--- src/rtl/m31_pkg.sv ---
// Shared types and constants for Mersenne-31 (P = 2^31-1) modular arithmetic.
package m31_pkg;

  localparam logic [30:0] P_M31 = 31'h7FFF_FFFF;

  typedef logic [30:0] m31_t;

  // Operation select for the subtract pipeline.
  typedef enum logic [1:0] {
    SUB  = 2'd0,  // A - B
    RSUB = 2'd1,  // B - A
    NEG  = 2'd2,  // -A
    PASS = 2'd3   // A
  } m31_subop_t;

  // Fold a 32-bit sum into canonical [0, P-1]: add the end-around carry,
  // then the only non-canonical value left is P itself, which maps to 0.
  function automatic m31_t m31_fold(input logic [31:0] raw);
    m31_t folded;
    folded = raw[30:0] + {30'd0, raw[31]};
    return (folded == P_M31) ? '0 : folded;
  endfunction

endpackage

--- src/rtl/m31_sub_pipe_if.sv ---
// Upstream operation port and downstream result port of the M31 subtract pipe.
// Handshake: a transfer happens on a port at a rising clk edge where valid and
// ready are both high; valid never waits on ready, and an offered item with its
// data stays unchanged until it transfers.
interface m31_sub_pipe_if #(
  parameter int TAG_W = 8
) ();
  import m31_pkg::*;

  logic             in_valid;
  logic             in_ready;
  m31_t             a_i;
  m31_t             b_i;
  m31_subop_t       op_i;
  logic [TAG_W-1:0] tag_i;

  logic             out_valid;
  logic             out_ready;
  m31_t             res_o;
  logic [TAG_W-1:0] tag_o;

  // Side that offers operations and consumes results.
  modport master (
    output in_valid, a_i, b_i, op_i, tag_i, out_ready,
    input  in_ready, out_valid, res_o, tag_o
  );

  // The pipeline itself.
  modport slave (
    input  in_valid, a_i, b_i, op_i, tag_i, out_ready,
    output in_ready, out_valid, res_o, tag_o
  );
endinterface

--- src/rtl/m31_pipe_stage.sv ---
// One valid/ready register slice: a valid flag plus a data register.
// Ready depends only on this slice's own valid and the downstream ready, so
// there is no combinational path from in_valid to in_ready.
module m31_pipe_stage #(
  parameter int W = 8
) (
  input  logic         clk,
  input  logic         rst_n,
  input  logic         in_valid,
  output logic         in_ready,
  input  logic [W-1:0] in_data,
  output logic         out_valid,
  input  logic         out_ready,
  output logic [W-1:0] out_data
);

  logic load;

  assign in_ready = !out_valid || out_ready;
  assign load     = in_valid && in_ready;

  // Data moves only on a load; valid drops when drained without a refill.
  always_ff @(posedge clk or negedge rst_n) begin
    if (!rst_n) begin
      out_valid <= 1'b0;
      out_data  <= '0;
    end else if (load) begin
      out_valid <= 1'b1;
      out_data  <= in_data;
    end else if (out_ready) begin
      out_valid <= 1'b0;
    end
  end

endmodule

--- src/rtl/m31_sub_pipe.sv ---
// Two-stage modular subtractor over GF(2^31-1) with an opaque sideband tag.
// Stage 1 selects operands and registers x + (P - y) as a 32-bit sum;
// stage 2 folds that sum into canonical [0, P-1].
module m31_sub_pipe
  import m31_pkg::*;
#(
  parameter int TAG_W = 8
) (
  input logic            clk,
  input logic            rst_n,
  m31_sub_pipe_if.slave  bus
);

  localparam int S1_W = 32 + TAG_W;
  localparam int S2_W = 31 + TAG_W;

  m31_t             x;
  m31_t             y;
  logic [31:0]      raw_in;
  logic [S1_W-1:0]  s1_in_data;
  logic [S1_W-1:0]  s1_data;
  logic             s1_valid;
  logic             s2_ready;
  logic [31:0]      s1_raw;
  logic [TAG_W-1:0] s1_tag;
  logic [S2_W-1:0]  s2_in_data;
  logic [S2_W-1:0]  s2_data;

  // Operand select; P - y is the 31-bit complement of y, so an input of P
  // behaves exactly like 0 once the sum is folded.
  always_comb begin
    x = bus.a_i;
    y = bus.b_i;
    case (bus.op_i)
      SUB:  begin x = bus.a_i; y = bus.b_i; end
      RSUB: begin x = bus.b_i; y = bus.a_i; end
      NEG:  begin x = '0;      y = bus.a_i; end
      PASS: begin x = bus.a_i; y = '0;      end
    endcase
  end

  assign raw_in     = {1'b0, x} + {1'b0, ~y};
  assign s1_in_data = {raw_in, bus.tag_i};

  m31_pipe_stage #(.W(S1_W)) u_stage1 (
    .clk       (clk),
    .rst_n     (rst_n),
    .in_valid  (bus.in_valid),
    .in_ready  (bus.in_ready),
    .in_data   (s1_in_data),
    .out_valid (s1_valid),
    .out_ready (s2_ready),
    .out_data  (s1_data)
  );

  assign s1_raw     = s1_data[TAG_W +: 32];
  assign s1_tag     = s1_data[TAG_W-1:0];
  assign s2_in_data = {m31_fold(s1_raw), s1_tag};

  m31_pipe_stage #(.W(S2_W)) u_stage2 (
    .clk       (clk),
    .rst_n     (rst_n),
    .in_valid  (s1_valid),
    .in_ready  (s2_ready),
    .in_data   (s2_in_data),
    .out_valid (bus.out_valid),
    .out_ready (bus.out_ready),
    .out_data  (s2_data)
  );

  assign bus.res_o = s2_data[TAG_W +: 31];
  assign bus.tag_o = s2_data[TAG_W-1:0];

endmodule

--- src/flat_wrapper.sv ---
// flat-port wrapper written by rule: the top's interface ports become plain ports
module m31_sub_pipe_flat import m31_pkg::*;
#(
  parameter int TAG_W = 8
)
  (clk, rst_n, bus_in_valid, bus_a_i, bus_b_i, bus_op_i, bus_tag_i, bus_out_ready, bus_in_ready, bus_out_valid, bus_res_o, bus_tag_o);
  m31_sub_pipe_if #(.TAG_W(TAG_W)) bus_i ();
  input logic clk;
  input logic rst_n;
  input wire logic [$bits(bus_i.in_valid)-1:0] bus_in_valid;
  input wire logic [$bits(bus_i.a_i)-1:0] bus_a_i;
  input wire logic [$bits(bus_i.b_i)-1:0] bus_b_i;
  input wire logic [$bits(bus_i.op_i)-1:0] bus_op_i;
  input wire logic [$bits(bus_i.tag_i)-1:0] bus_tag_i;
  input wire logic [$bits(bus_i.out_ready)-1:0] bus_out_ready;
  output wire logic [$bits(bus_i.in_ready)-1:0] bus_in_ready;
  output wire logic [$bits(bus_i.out_valid)-1:0] bus_out_valid;
  output wire logic [$bits(bus_i.res_o)-1:0] bus_res_o;
  output wire logic [$bits(bus_i.tag_o)-1:0] bus_tag_o;
  assign bus_i.in_valid = bus_in_valid;
  assign bus_i.a_i = bus_a_i;
  assign bus_i.b_i = bus_b_i;
  assign bus_i.op_i = bus_op_i;
  assign bus_i.tag_i = bus_tag_i;
  assign bus_i.out_ready = bus_out_ready;
  assign bus_in_ready = bus_i.in_ready;
  assign bus_out_valid = bus_i.out_valid;
  assign bus_res_o = bus_i.res_o;
  assign bus_tag_o = bus_i.tag_o;
  m31_sub_pipe #(.TAG_W(TAG_W)) u_core (.clk(clk), .rst_n(rst_n), .bus(bus_i));
endmodule
--- config.mk ---
export PLATFORM = sky130hd
export DESIGN_NAME = m31_sub_pipe_flat
export DESIGN_NICKNAME = d
export VERILOG_FILES = /design/src/rtl/m31_pkg.sv /design/src/rtl/m31_sub_pipe_if.sv /design/src/rtl/m31_pipe_stage.sv /design/src/rtl/m31_sub_pipe.sv /design/src/flat_wrapper.sv
export SDC_FILE = /design/constraint.sdc
export NUM_CORES = 1
export LEC_CHECK = 0
export CAP_MARGIN = 20
export CORE_UTILIZATION = 50
export CTS_CLUSTER_DIAMETER = 80
export DETAILED_ROUTE_END_ITERATION = 10
export MAX_ROUTING_LAYER = met4
export PLACE_DENSITY_LB_ADDON = 0.2
export SETUP_SLACK_MARGIN = 0.15
export SYNTH_ARGS = -nofsm -noshare
export SYNTH_HDL_FRONTEND = slang
export SYNTH_SLANG_ARGS = --single-unit
--- constraint.sdc ---
create_clock -name clk -period 2.9 [get_ports clk]
set_input_delay 0.29 -clock clk [delete_from_list [all_inputs] [get_ports clk]]
set_output_delay 0.29 -clock clk [all_outputs]
set_load 0.02 [all_outputs]
* After elaboration in Yosys (flattened, before gate mapping)
Cells that the tools add are included.
Widths: inputs -> output; s select.
** Cells by class
- Add/subtract/negate cells :: 2
- Reduce and logical (&&, ||, !) cells :: 11
- Multiplexer cells :: 7
- Order comparisons :: 0
- Bitwise logic cells :: 1
- Equality and inequality tests :: 4
- Multiply operators :: 0
- Shift operators :: 0
- Div/mod/pow operators :: 0
** Operators with widths (count)
- $pmux 31 s3 :: 2
- $add 31x31->32 :: 1
- $add 31x1->31 :: 1
- $eq 31x31->1 const B :: 1
- $mux 31 :: 1
- $not 31->31 :: 1
- $eq 2x2->1 const B :: 2
- $mux 1 :: 4
- $reduce_bool 2->1 :: 2
- $reduce_or 2->1 :: 2
- $eq 2x1->1 const B :: 1
- $logic_and 1x1->1 :: 2
- $logic_not 1->1 :: 2
- $logic_not 2->1 :: 1
- $logic_or 1x1->1 :: 2
** Storage, ports and cells
- Bits in read-only memories :: 0
- Logic and storage cells :: 29
- Output and inout bits :: 41
- Bits in registers :: 81
- Input port bits :: 76
- Memory bits (writable) :: 0
- Memories kept :: 0
- Latch bits :: 0

* Depth between registers and ports, before layout
Gate-level depths: netlist of run 1.
- Depth after elaboration :: 5
- Mapped depth :: 17
- Depth with buffers taken out :: 14

* Hierarchy
A second synthesis of run 1 with hierarchy kept.
** Second synthesis, totals
- Cell total of the unflattened synthesis :: 682
- Area total of the unflattened synthesis :: 6600.1 µm²
** By module, submodules not included
- m31_sub_pipe :: cells an instance 508, times used 1, area each 3357.0 µm², seq. area each 0.0 µm²
- m31_pipe_stage at u_core.u_stage1 :: cells an instance 88, times used 1, area each 1702.9 µm², seq. area each 1026.0 µm²
- m31_pipe_stage at u_core.u_stage2 :: cells an instance 86, times used 1, area each 1540.2 µm², seq. area each 1001.0 µm²

* Least setup slack after synthesis of run 1
OpenSTA, ideal clock, no wires.
- Kind :: input-to-reg
- Start point :: input port bus_op_i[1]
- End point :: register u_core.u_stage1.out_data[33]
- Setup time :: 71 ps
- Data required time :: 2829 ps
- Arrival time :: 3208 ps
- Slack :: -379 ps
- Buffers on the path :: 2
- Cell stages on the path :: 15
- Cells stage by stage :: inv_1 > ha_1 > nor2b_1 > clkbuf_1 > clkbuf_1 > a22oi_1 > ha_1 > and2_1 > nand4_1 > a21oi_1 > o211ai_1 > a21oi_1 > a22oi_1 > or4_1 > nand4_1
** On the way
- Cells in the longest elaborated chain, start to end :: 5
- Elaborated cells on any way between the ends :: 10
- Classes of those cells :: add/sub (1); eq/ne (3); mux (2); bitwise (1); reduce/logical (3)
** RTL lines
- from (decl) :: line flat_wrapper.sv:13 : input wire logic [$bits(bus_i.op_i)-1:0] bus_op_i;
- $eq 2x1->1 or $eq 2x2->1 (tied branches) :: line m31_sub_pipe.sv:34 : case (bus.op_i)
- $reduce_or 2->1 (no line)
- $pmux 31 s3 :: line m31_sub_pipe.sv:34
- $not 31->31 :: line m31_sub_pipe.sv:42 : assign raw_in = {1'b0, x} + {1'b0, ~y};
- $add 31x31->32 * :: line m31_sub_pipe.sv:42
- to (signal assigned) :: line m31_pipe_stage.sv:29 : out_data <= in_data;
- to (decl) :: line m31_pipe_stage.sv:14 : output logic [W-1:0] out_data
Every way passes the cells marked *; elsewhere a longest branch is shown, timed or not.
A chain may end at the register's enable or synchronous reset.

* Final worst setup path of run 1
- Start point :: input port bus_op_i[0]
- End point :: register u_core.u_stage1.out_data[33]
Same word-level chain as after synthesis.

==> flow_summary.toml, run 1 <==
[clock_tree]
cts_made_buffers = 9
clockBufferDepth = 2
clkSlewWorstSetupHoldPaths_ns = 0.06
h-tree-depth = 3
cts_tree = "yes"
cts.sinks = 81
cts-root-buf = "clkbuf_16"
clkLatencyLatePin_ns = 0.34

[critical_path]
crit_arrival_ns = 3.10
start_kind = "primary input"
path_class = "primary input to flip-flop"
rrSetupSlack_ns = 0.08
timing.rr.end = "u_core.u_stage2.out_data[16]$_DFFE_PN0P_"
cp_data_required_time_ns = 3.17
end_kind = "flip-flop"
rr_startpoint = "u_core.u_stage1.out_data[39]$_DFFE_PN0P_"
r2r_cells = 10
cp_max_fo = 13

[synthesis]
synth-edff-count = 0
synth-seq-cells = 81
syn_inst = 764
synth_area_mm2 = 0.00625
synth_cell_types = 67
ys_seq_area_share_pct = 32.4
avgSynthCellArea_um2 = 8.18
ys.flop_type = "dfrtp_1"
syn_nets = 876
async_reset_ff_share_pct = 100
yosysWarnings = 0

[floorplan]
num_rows = 40
coreArea_mm2 = 0.0121
pin_count = 117
die_x_um = 114
dieArea_mm2 = 0.0130
dieHeight_um = 114
start_util_pct = 51.6

[timing]
period_needed_ns = 2.83
finalHoldViolCount = 0
fin_ws_ns = 0.0743
max-slew-margin-rel_pct = 59.1
maxSlewViolCount = 0
setup_viol = 0
period_share_pct = 97.4
fmax_ghz = 0.354
rsz0062_at_grt = "true"
clock_skew_ns = 0.00729
tightest_slew_ns = 0.614

[run]
max-cap-violations = 0

[routing]
vias = 6513
dr.pass1.iters = 6
wirelength_mm = 19.4
wl_per_cell_um = 16.9
first_iter_violations = 490
drtAntennaViolNets = 0
post-route-drc-count = 0
highest_layer = "met4"
via_per_inst = 5.67
wl_met2_mm = 9.50
wl_met1_mm = 8.56
met3_length_um = 856

[placement]
gp_congestion = 0.919
hpwl_mm = 14.0
portBuffers = 116
pre_cts_slack_ns = -0.895

[pwr]
leakage_nw = 4.06
vdd_drop_max_v = 0.000321
p_total_mw = 6.39
power.density_mw_per_mm2 = 680

[global_routing]
grt_overflow = 0
grt_max_degree = 82
track_usage_pct = 29.1
antenna_found_initial = 0
grt_first_pass_wirelength_mm = 29.4
grt_pass1_vias = 6049

[final_layout]
drive_gt1_share_pct = 27.1
area_growth_syn_to_layout_pct = 50.5
final_common_cell = "buf_4"
final_cell_mix = "buf_4 (120), clkdlybuf4s50_1 (113), nand2_1 (106)"
antenna_cells = 0
layout.nets = 1088

[min_path]
hp-class = "primary input to asynchronous set/reset pin"

[run_status]
outcome = "finished, final reports clean"
-- where the power goes --
part	internal (mW)	switching [mW]	leakage, nW
clock	0.807	0.459	0.166
combinational	1.62	1.59	2.91
sequential	1.50	0.427	0.985
total	3.92	2.47	4.06
-- kinds of logic after synthesis --
family | share of synthesized area (%)
adders and majority gates | 7.33
xor gates and xnor gates | 7.71
buffers and inverters | 4.14
AOI/OAI and AO/OA | 23.3
and+or+nand+nor | 22.2
muxes | 2.92
DFF | 32.4
-- cells in the mapped netlist (all sizes together) (3+ instances only) --
cell type    n  area share, %
nand2      110            6.6
nor2        85            5.1
dfrtp       81             32
a21oi       62            5.1
o21ai       50            4.0
clkbuf      38            2.3
ha          35            7.0
a22oi       31            3.7
a22o        30            4.2
xnor2       29            4.1
nand3       26            2.4
xor2        26            3.6
a21o        18            2.2
nor3        16            1.7
nand4       11            1.1
buf         10            1.2
inv         10           0.60
mux2        10            1.8
and3         9            1.0
nand2b       8           0.80
and2         7           0.74
mux2i        7            1.1
nor4         5           0.84
o22ai        4           0.40
a211oi       3           0.36
nand3b       3           0.36
nand4b       3           0.42
nor2b        3           0.30
o211ai       3           0.36
o21bai       3           0.36
-- per-layer routing --
| metal | vias to the layer above | track usage [%] |
|---|---|---|
| met4 | 0 | 10.2 |
| li1 | 3167 | - |
| met1 | 3057 | 36.5 |
| met2 | 252 | 48.6 |
| met3 | 37 | 3.67 |
| met5 | - | - |
-- registers in the layout (all words and copies together) (netlist names) --
name,cells
u_core.u_stage1.out_data,40
u_core.u_stage1.out_valid,1
u_core.u_stage2.out_data,39
u_core.u_stage2.out_valid,1
-- worst max-delay path: stages --
cell and delay (ns):
buf_6 0.07, buf_6 0.11, inv_8 0.03, ha_4 0.27, nor2_4 0.05, buf_4 0.13
buf_6 0.14, a22o_1 0.23, ha_4 0.30, and2_1 0.16, nand4_1 0.13, a21oi_2 0.15
o211ai_1 0.16, a21oi_2 0.28, a22oi_2 0.11, or4_1 0.42, nand4_1 0.08
-- cell type report --
type / instances / area, µm²
sequential: 81 / 2030
multi-input combinational: 625 / 4480
inverter: 10 / 57.6
clock buffer: 11 / 253
fill: 809 / 2710
tap: 168 / 210
timing repair buffer: 249 / 2290
clock inverter: 5 / 86.3
-- timing repair --
item	4_1_cts	5_1_grt
hold buffers	0	1
endpoints found under the setup margin	26	51
pin swaps	15	57
gates cloned	0	3
buffers inserted	9	13
endpoints found under the hold margin	0	33
gates resized for setup	25	93
-- stage by stage --
step                instance area, µm²  setup TNS (ns)  std cells  utilization, %  hold slack [ns]
floorplan                         6460               0        764               -         -0.00559
global placement                  8370          -15.13       1106            69.1            0.452
detailed placement                8370          -16.66       1106            69.1            0.459
CTS                               8850               0       1131            73.0            0.149
global route                      9410          -0.120       1149            77.7            0.478
finish                            9410               0       1149            77.7            0.436
-- worst max-delay path by stage --
stage	endpoint	cells after the start	from
after global placement	u_core.u_stage1.out_data[36]$_DFFE_PN0P_	15	bus_op_i[1]
after CTS	u_core.u_stage1.out_data[36]$_DFFE_PN0P_	17	bus_op_i[0]
after detailed placement	u_core.u_stage1.out_data[36]$_DFFE_PN0P_	15	bus_op_i[1]
after floorplan	u_core.u_stage1.out_data[24]$_DFFE_PN0P_	15	bus_op_i[1]
final	u_core.u_stage1.out_data[33]$_DFFE_PN0P_	17	bus_op_i[0]
after global routing	u_core.u_stage1.out_data[33]$_DFFE_PN0P_	17	bus_op_i[0]
No activity file was read; power rests on OpenSTA's default activity.
==> run 2, diff against run 1 <==
SYNTH_HIERARCHICAL = 1   (was default)
==> run 2 against run 1 <==
Compared with the run above:
- final cell count decreased by 0.96%
- highest routed layer unchanged
- core utilization rose by 4.7 points
- critical path type is now flip-flop to flip-flop
- synthesized cell count decreased by 11%
- critical endpoint is now u_core/u_stage2/out_data[31]$_DFFE_PN0P_
- the run now ends with setup timing left
==> flow_summary.toml, run 2 <==
[run_status]
outcome = "complete, but fails checks"
violations = "setup timing"

[critical_path]
path_class = "flip-flop to flip-flop"
start_kind = "flip-flop"
end_kind = "flip-flop"
cp_max_fo = 5
cp_data_required_time_ns = 3.12
timing.rr.end = "u_core/u_stage2/out_data[31]$_DFFE_PN0P_"
r2r_cells = 12
rr_startpoint = "u_core/u_stage1/out_data[39]$_DFFE_PN0P_"
crit_arrival_ns = 3.37
rrSetupSlack_ns = -0.25

[final_layout]
largest_reg_flops = 40
layout.nets = 1071
regArea_mm2 = 0.00203
final_common_cell = "buf_4"
drive_gt1_share_pct = 42.5
final_cell_mix = "buf_4 (166), clkdlybuf4s50_1 (113), dfrtp_1 (80)"
multi_input_area_mm2 = 0.00506
fillers = 741
stdcell_area_mm2 = 0.0105
area_growth_syn_to_layout_pct = 58.7
reg.largest.list = "u_core/u_stage1/out_data (40), u_core/u_stage2/out_data (39)"
regMostFlops = "u_core/u_stage1/out_data"

[synthesis]
yosysWarnings = 6
ys_seq_area_share_pct = 30.7
synth_area_leaders = "dfrtp_1 (31%), mux2_4 (11%), ha_1 (6.6%)"
synthSimpleGateAreaFrac_pct = 16.0
synth-compound-area-share_pct = 19.0
synth_common_cells = "dfrtp_1 (81), nor2_1 (58), mux2_4 (50), nand2_1 (39), a21oi_1 (38)"
async_reset_ff_share_pct = 100
synth_xor_area_share_pct = 6.90
synth_cell_types = 63
synthAdderAreaFrac_pct = 6.94
synth_area_mm2 = 0.00660
avgSynthCellArea_um2 = 9.68
ys.flop_type = "dfrtp_1"
synth_most_common_cell = "dfrtp_1"
synth-seq-cells = 81
yosysTopAreaCell = "dfrtp_1"
syn_inst = 682
muxShareOfSynthArea_pct = 16.5
synth-edff-count = 0
synth_top_area_share_pct = 30.7
synth_top_family_by_area = "compound AO/OA/AOI/OAI gates"
syn_nets = 794

[routing]
via_per_inst = 5.87
post-route-drc-count = 0
wirelength_mm = 22.0
first_iter_violations = 403
wl_per_cell_um = 19.4
vias = 6681
drtAntennaViolNets = 0
dr.pass1.iters = 4

[timing]
tightest_slew_ns = 0.602
setup_tns_ns = -6.25
finalHoldViolCount = 0
rsz0062_at_grt = "true"
clock_skew_ns = 0.00971
period_needed_ns = 3.15
period_share_pct = 109
maxSlewViolCount = 0
max-slew-margin-rel_pct = 59.7
setup_viol = 40
fmax_ghz = 0.318
fin_ws_ns = -0.249

[global_routing]
grt_max_degree = 82
antenna_found_initial = 2
track_usage_pct = 30.7
grt_first_pass_wirelength_mm = 31.6
grt_overflow = 0
grt_pass1_vias = 6526

[pwr]
power.density_mw_per_mm2 = 792
leakage_nw = 4.59
vdd_drop_max_v = 0.000394

[placement]
portBuffers = 116
dpl_cell_area_mm2 = 0.00917
gp_congestion = 0.902
hpwl_mm = 14.3

[run]
max-cap-violations = 0

[min_path]
hp-class = "primary input to asynchronous set/reset pin"

[clock_tree]
cts_made_buffers = 9
clockBufferDepth = 2
clkSlewWorstSetupHoldPaths_ns = 0.06
cts_tree = "yes"
cts-root-buf = "clkbuf_16"
h-tree-depth = 3
clkLatencyLatePin_ns = 0.34
cts.sinks = 81

[floorplan]
die_x_um = 117
pin_count = 117
dieHeight_um = 117
coreArea_mm2 = 0.0127
num_rows = 41
dieArea_mm2 = 0.0137
start_util_pct = 51.9
[run 2: cell count changes in the layout (fill, tap and decap cells not counted), moves of 15 or more]
| cell | change |
|---|---|
| buf_4 | +46 |
| mux2_4 | +59 |
| a21oi_1 | -25 |
| nor2_1 | -16 |
| o21ai_0 | -15 |
| nand2_1 | -71 |
[run 2: power breakdown]
| part | leakage, nW | switching (mW) | internal, mW |
|---|---|---|---|
| clock | 0.163 | 0.451 | 0.779 |
| sequential | 0.939 | 0.496 | 1.62 |
| combinational | 3.49 | 2.29 | 2.66 |
| total | 4.59 | 3.24 | 5.06 |
[run 2: area by class of cell]
cell class	count	area share [%]
Antenna cell	2	0.0478
Clock buffer	10	2.28
Clock inverter	6	0.872
Inverter	6	0.406
Multi-Input combinational cell	551	48.3
Sequential cell	81	19.4
Tap cell	172	2.05
Timing Repair Buffer	310	26.7
[run 2: timing repair]
action / CTS / global route
endpoints found under the hold margin: 0 / 3
gates cloned: 1 / 3
setup buffers: 19 / 12
resized for setup: 72 / 88
pin swaps: 44 / 44
setup endpoints to repair: 59 / 54
hold buffers: 0 / 1
[run 2: logic make-up after synthesis]
group	Yosys count
XOR/XNOR	52
adder cells (fa/ha/maj)	36
AO/OA/AOI/OAI	181
AND/OR/NAND/NOR	201
multiplexers	80
buffers and inverters	51
flip-flops	81
[run 2: worst max-delay path by stage]
stage                                                         from                                        to  slack [ns]  cells after the start
after floorplan                                        bus_op_i[1]  u_core/u_stage1/out_data[30]$_DFFE_PN0P_       -0.14                     15
after global placement                                 bus_op_i[1]  u_core/u_stage1/out_data[37]$_DFFE_PN0P_       -0.96                     15
after detailed placement                               bus_op_i[1]  u_core/u_stage1/out_data[36]$_DFFE_PN0P_       -1.02                     15
after CTS                 u_core/u_stage1/out_data[39]$_DFFE_PN0P_  u_core/u_stage2/out_data[26]$_DFFE_PN0P_       -0.14                     12
after global routing      u_core/u_stage1/out_data[39]$_DFFE_PN0P_  u_core/u_stage2/out_data[31]$_DFFE_PN0P_       -0.42                     12
final                     u_core/u_stage1/out_data[39]$_DFFE_PN0P_  u_core/u_stage2/out_data[31]$_DFFE_PN0P_       -0.25                     12
[run 2: metal layers]
metal  track usage (%)  routed length, µm
met1              36.1               8960
met2              52.7              10800
met3              3.50               1370
met4              13.9                920
met5                 -                  0
[run 2: critical path, cell delays in order (launching register included)]
cell and delay [ns]:
dfrtp_2 0.41, ha_4 0.18, ha_4 0.16, nand3_4 0.13, nor4_4 0.24, xor2_1 0.28, o211ai_1 0.18, or4_4 0.48
nor4b_4 0.28, buf_6 0.18, clkbuf_16 0.16, nor2_1 0.07, mux2_4 0.28
[run 2: per-stage QoR]
stage / std cells / worst slack (ns) / util, % / hold WS (ns) / power, mW
final: 1138 / -0.249 / 82.3 / 0.288 / 8.30
after global routing: 1138 / -0.418 / 82.3 / 0.311 / 8.70
after CTS: 1119 / -0.142 / 78.0 / 0.145 / 7.75
after detailed placement: 1083 / -1.02 / 72.0 / 0.494 / 6.24
after global placement: 1083 / -0.964 / 72.0 / 0.486 / 6.10
after floorplan: 682 / -0.144 / - / -0.00559 / 4.44
==> run 3, diff against run 2 <==
ABC_AREA = 1   (was default)
==> run 3 against run 2 <==
Compared with the run above:
- the flow finishes with violations (DRC)
- global-route usage fell by 1.2 points
- critical path type is now primary input to flip-flop
- critical path depth rose by 7
- non-clock buffer count fell by 39
- largest cell class unchanged
- largest power group unchanged
==> flow_summary.toml, run 3 <==
[floorplan]
start_util_pct = 51.0
num_rows = 43
coreArea_mm2 = 0.0138
die_x_um = 121
pin_count = 117
dieArea_mm2 = 0.0146
dieHeight_um = 121

[final_layout]
final_common_cell = "nand2_1"
reg.largest.list = "u_core/u_stage1/out_data (40), u_core/u_stage2/out_data (39)"
regMostFlops = "u_core/u_stage1/out_data"
drive_gt1_share_pct = 23.6
antenna_cells = 0
layout.nets = 1443
fin_cells = 1515
largest_reg_flops = 40
stdcell_area_mm2 = 0.0103
area_growth_syn_to_layout_pct = 46.5
final_cell_mix = "nand2_1 (395), nand3_1 (145), buf_4 (139)"

[routing]
wl_per_cell_um = 13.8
wirelength_mm = 20.8
vias = 7918
post-route-drc-count = 2
via_per_inst = 5.23
drtAntennaViolNets = 0
dr.pass1.iters = 8
first_iter_violations = 444

[timing]
period_needed_ns = 2.65
setup_tns_ns = 0
rsz0062_at_grt = "true"
period_share_pct = 91.5
setup_viol = 0
tightest_slew_ns = 0.656
clock_skew_ns = 0.00653
max-slew-margin-rel_pct = 56.1
timing.hold.ws_ns = 0.436
maxSlewViolCount = 0
fmax_ghz = 0.377
finalHoldViolCount = 0

[placement]
dpl.cell_count = 1476
dpl_cell_area_mm2 = 0.00922
portBuffers = 116
gp_congestion = 0.946
hpwl_mm = 15.4

[critical_path]
path_class = "primary input to flip-flop"
start_kind = "primary input"
end_kind = "flip-flop"
timing.rr.end = "u_core/u_stage2/out_data[23]$_DFFE_PN0P_"
cp_max_fo = 5
rr_startpoint = "u_core/u_stage1/out_data[39]$_DFFE_PN0P_"
crit_arrival_ns = 2.93
cp_data_required_time_ns = 3.17
r2r_cells = 15
rrSetupSlack_ns = 0.32

[synthesis]
synth_area_mm2 = 0.00705
synth_cell_types = 34
synthAdderAreaFrac_pct = 6.50
synth-compound-area-share_pct = 13.0
synth_xor_area_share_pct = 3.85
synth_common_cells = "nand2_1 (412), nand3_1 (148), dfrtp_1 (81), nor2_1 (77), inv_1 (75)"
syn_nets = 1207
muxShareOfSynthArea_pct = 0
synth_top_area_share_pct = 28.8
ys.flop_type = "dfrtp_1"
async_reset_ff_share_pct = 100
synth-seq-cells = 81
avgSynthCellArea_um2 = 6.44
yosysWarnings = 6
ys_seq_area_share_pct = 28.8
synthSimpleGateAreaFrac_pct = 40.2
synth_area_leaders = "dfrtp_1 (29%), nand2_1 (22%), nand3_1 (11%)"
synth-edff-count = 0
yosysTopAreaCell = "dfrtp_1"
syn_inst = 1095
synth_most_common_cell = "nand2_1"
synth_top_family_by_area = "simple AND/OR/NAND/NOR gates"

[clock_tree]
cts.sinks = 81
cts_tree = "yes"
cts-root-buf = "clkbuf_16"
clockBufferDepth = 2
cts_made_buffers = 9
h-tree-depth = 3
clkLatencyLatePin_ns = 0.34
clkSlewWorstSetupHoldPaths_ns = 0.06

[global_routing]
grt_max_degree = 82
grt_first_pass_wirelength_mm = 33.4
antenna_found_initial = 0
track_usage_pct = 29.5
grt_overflow = 0
grt_pass1_vias = 7223

[min_path]
hp-class = "primary input to asynchronous set/reset pin"

[pwr]
leakage_nw = 4.96
vdd_drop_max_v = 0.000308
power.density_mw_per_mm2 = 650

[run_status]
violations = "DRC"
outcome = "complete, but fails checks"

[run]
max-cap-violations = 0
[run 3: layer usage]
| metal | vias up | GRT usage, % | wire (µm) |
|---|---|---|---|
| li1 | 4084 | - | - |
| met1 | 3569 | 37.0 | 9240 |
| met2 | 228 | 49.6 | 10200 |
| met3 | 37 | 1.89 | 768 |
| met4 | 0 | 12.0 | 619 |
| met5 | - | - | 0 |
[run 3: how the worst max path moves through the flow]
stage	start	endpoint	slack, ns	cells after the start
after detailed placement	bus_op_i[0]	u_core/u_stage1/out_data[30]$_DFFE_PN0P_	-0.50	17
final	bus_op_i[0]	u_core/u_stage1/out_data[25]$_DFFE_PN0P_	0.25	19
after CTS	bus_op_i[1]	u_core/u_stage1/out_data[38]$_DFFE_PN0P_	0.25	21
after global routing	bus_op_i[0]	u_core/u_stage1/out_data[37]$_DFFE_PN0P_	0.09	19
after floorplan	bus_op_i[1]	u_core/u_stage1/out_data[30]$_DFFE_PN0P_	0.19	16
after global placement	bus_op_i[0]	u_core/u_stage1/out_data[27]$_DFFE_PN0P_	-0.44	20
[run 3: worst max-delay path: stages]
cell and delay (ns):
dlygate4sd2_1 0.21, inv_1 0.07, ha_4 0.26, inv_2 0.05
nor2_4 0.16, buf_6 0.15, buf_6 0.10, a22oi_2 0.06
ha_4 0.31, nand2_2 0.08, o21ai_1 0.31, buf_4 0.18
a21oi_2 0.05, nand2_2 0.12, nand3_1 0.08, nand2_1 0.08
xor2_1 0.14, nand3_1 0.13, nand2_1 0.10
[run 3: kinds of logic (layout without fill, tap and decap cells)]
kind of cell / after synthesis / in the layout
simple gates: 673 / 673
fa+ha+maj: 36 / 36
buf+inv: 122 / 362
flops: 81 / 81
compound gates: 152 / 152
xor+xnor: 31 / 31
[run 3: per-stage QoR]
step	setup WS, ns	utilization (%)	total power [mW]
finish	0.248	74.6	6.70
global route	0.0911	74.6	7.20
CTS	0.247	71.4	6.47
detailed placement	-0.497	66.7	5.18
global placement	-0.442	66.7	5.12
floorplan	0.185	-	3.73
[run 3: final cells by class]
| type | instances | area [µm²] |
|---|---|---|
| sequential | 81 | 2030 |
| fill | 1113 | 3510 |
| multi-input combinational | 892 | 5060 |
| inverter | 76 | 285 |
| clock inverter | 6 | 60.1 |
| clock buffer | 9 | 225 |
| timing repair buffer | 271 | 2440 |
| tap | 180 | 225 |
[run 3: what timing repair did]
| item | CTS | global route |
|---|---|---|
| hold endpoints to repair | 0 | 32 |
| hold buffers | 0 | 1 |
| cloned | 2 | 0 |
| gates resized for setup | 75 | 91 |
| pin swaps | 35 | 34 |
| buffers inserted | 13 | 7 |
| endpoints found under the setup margin | 23 | 42 |
[run 3: power by group]
group          switching (mW)  internal, mW  total, mW
logic                    1.99          1.75       3.74
clock network           0.435         0.656       1.09
registers               0.346          1.53       1.87
total                    2.77          3.93       6.70
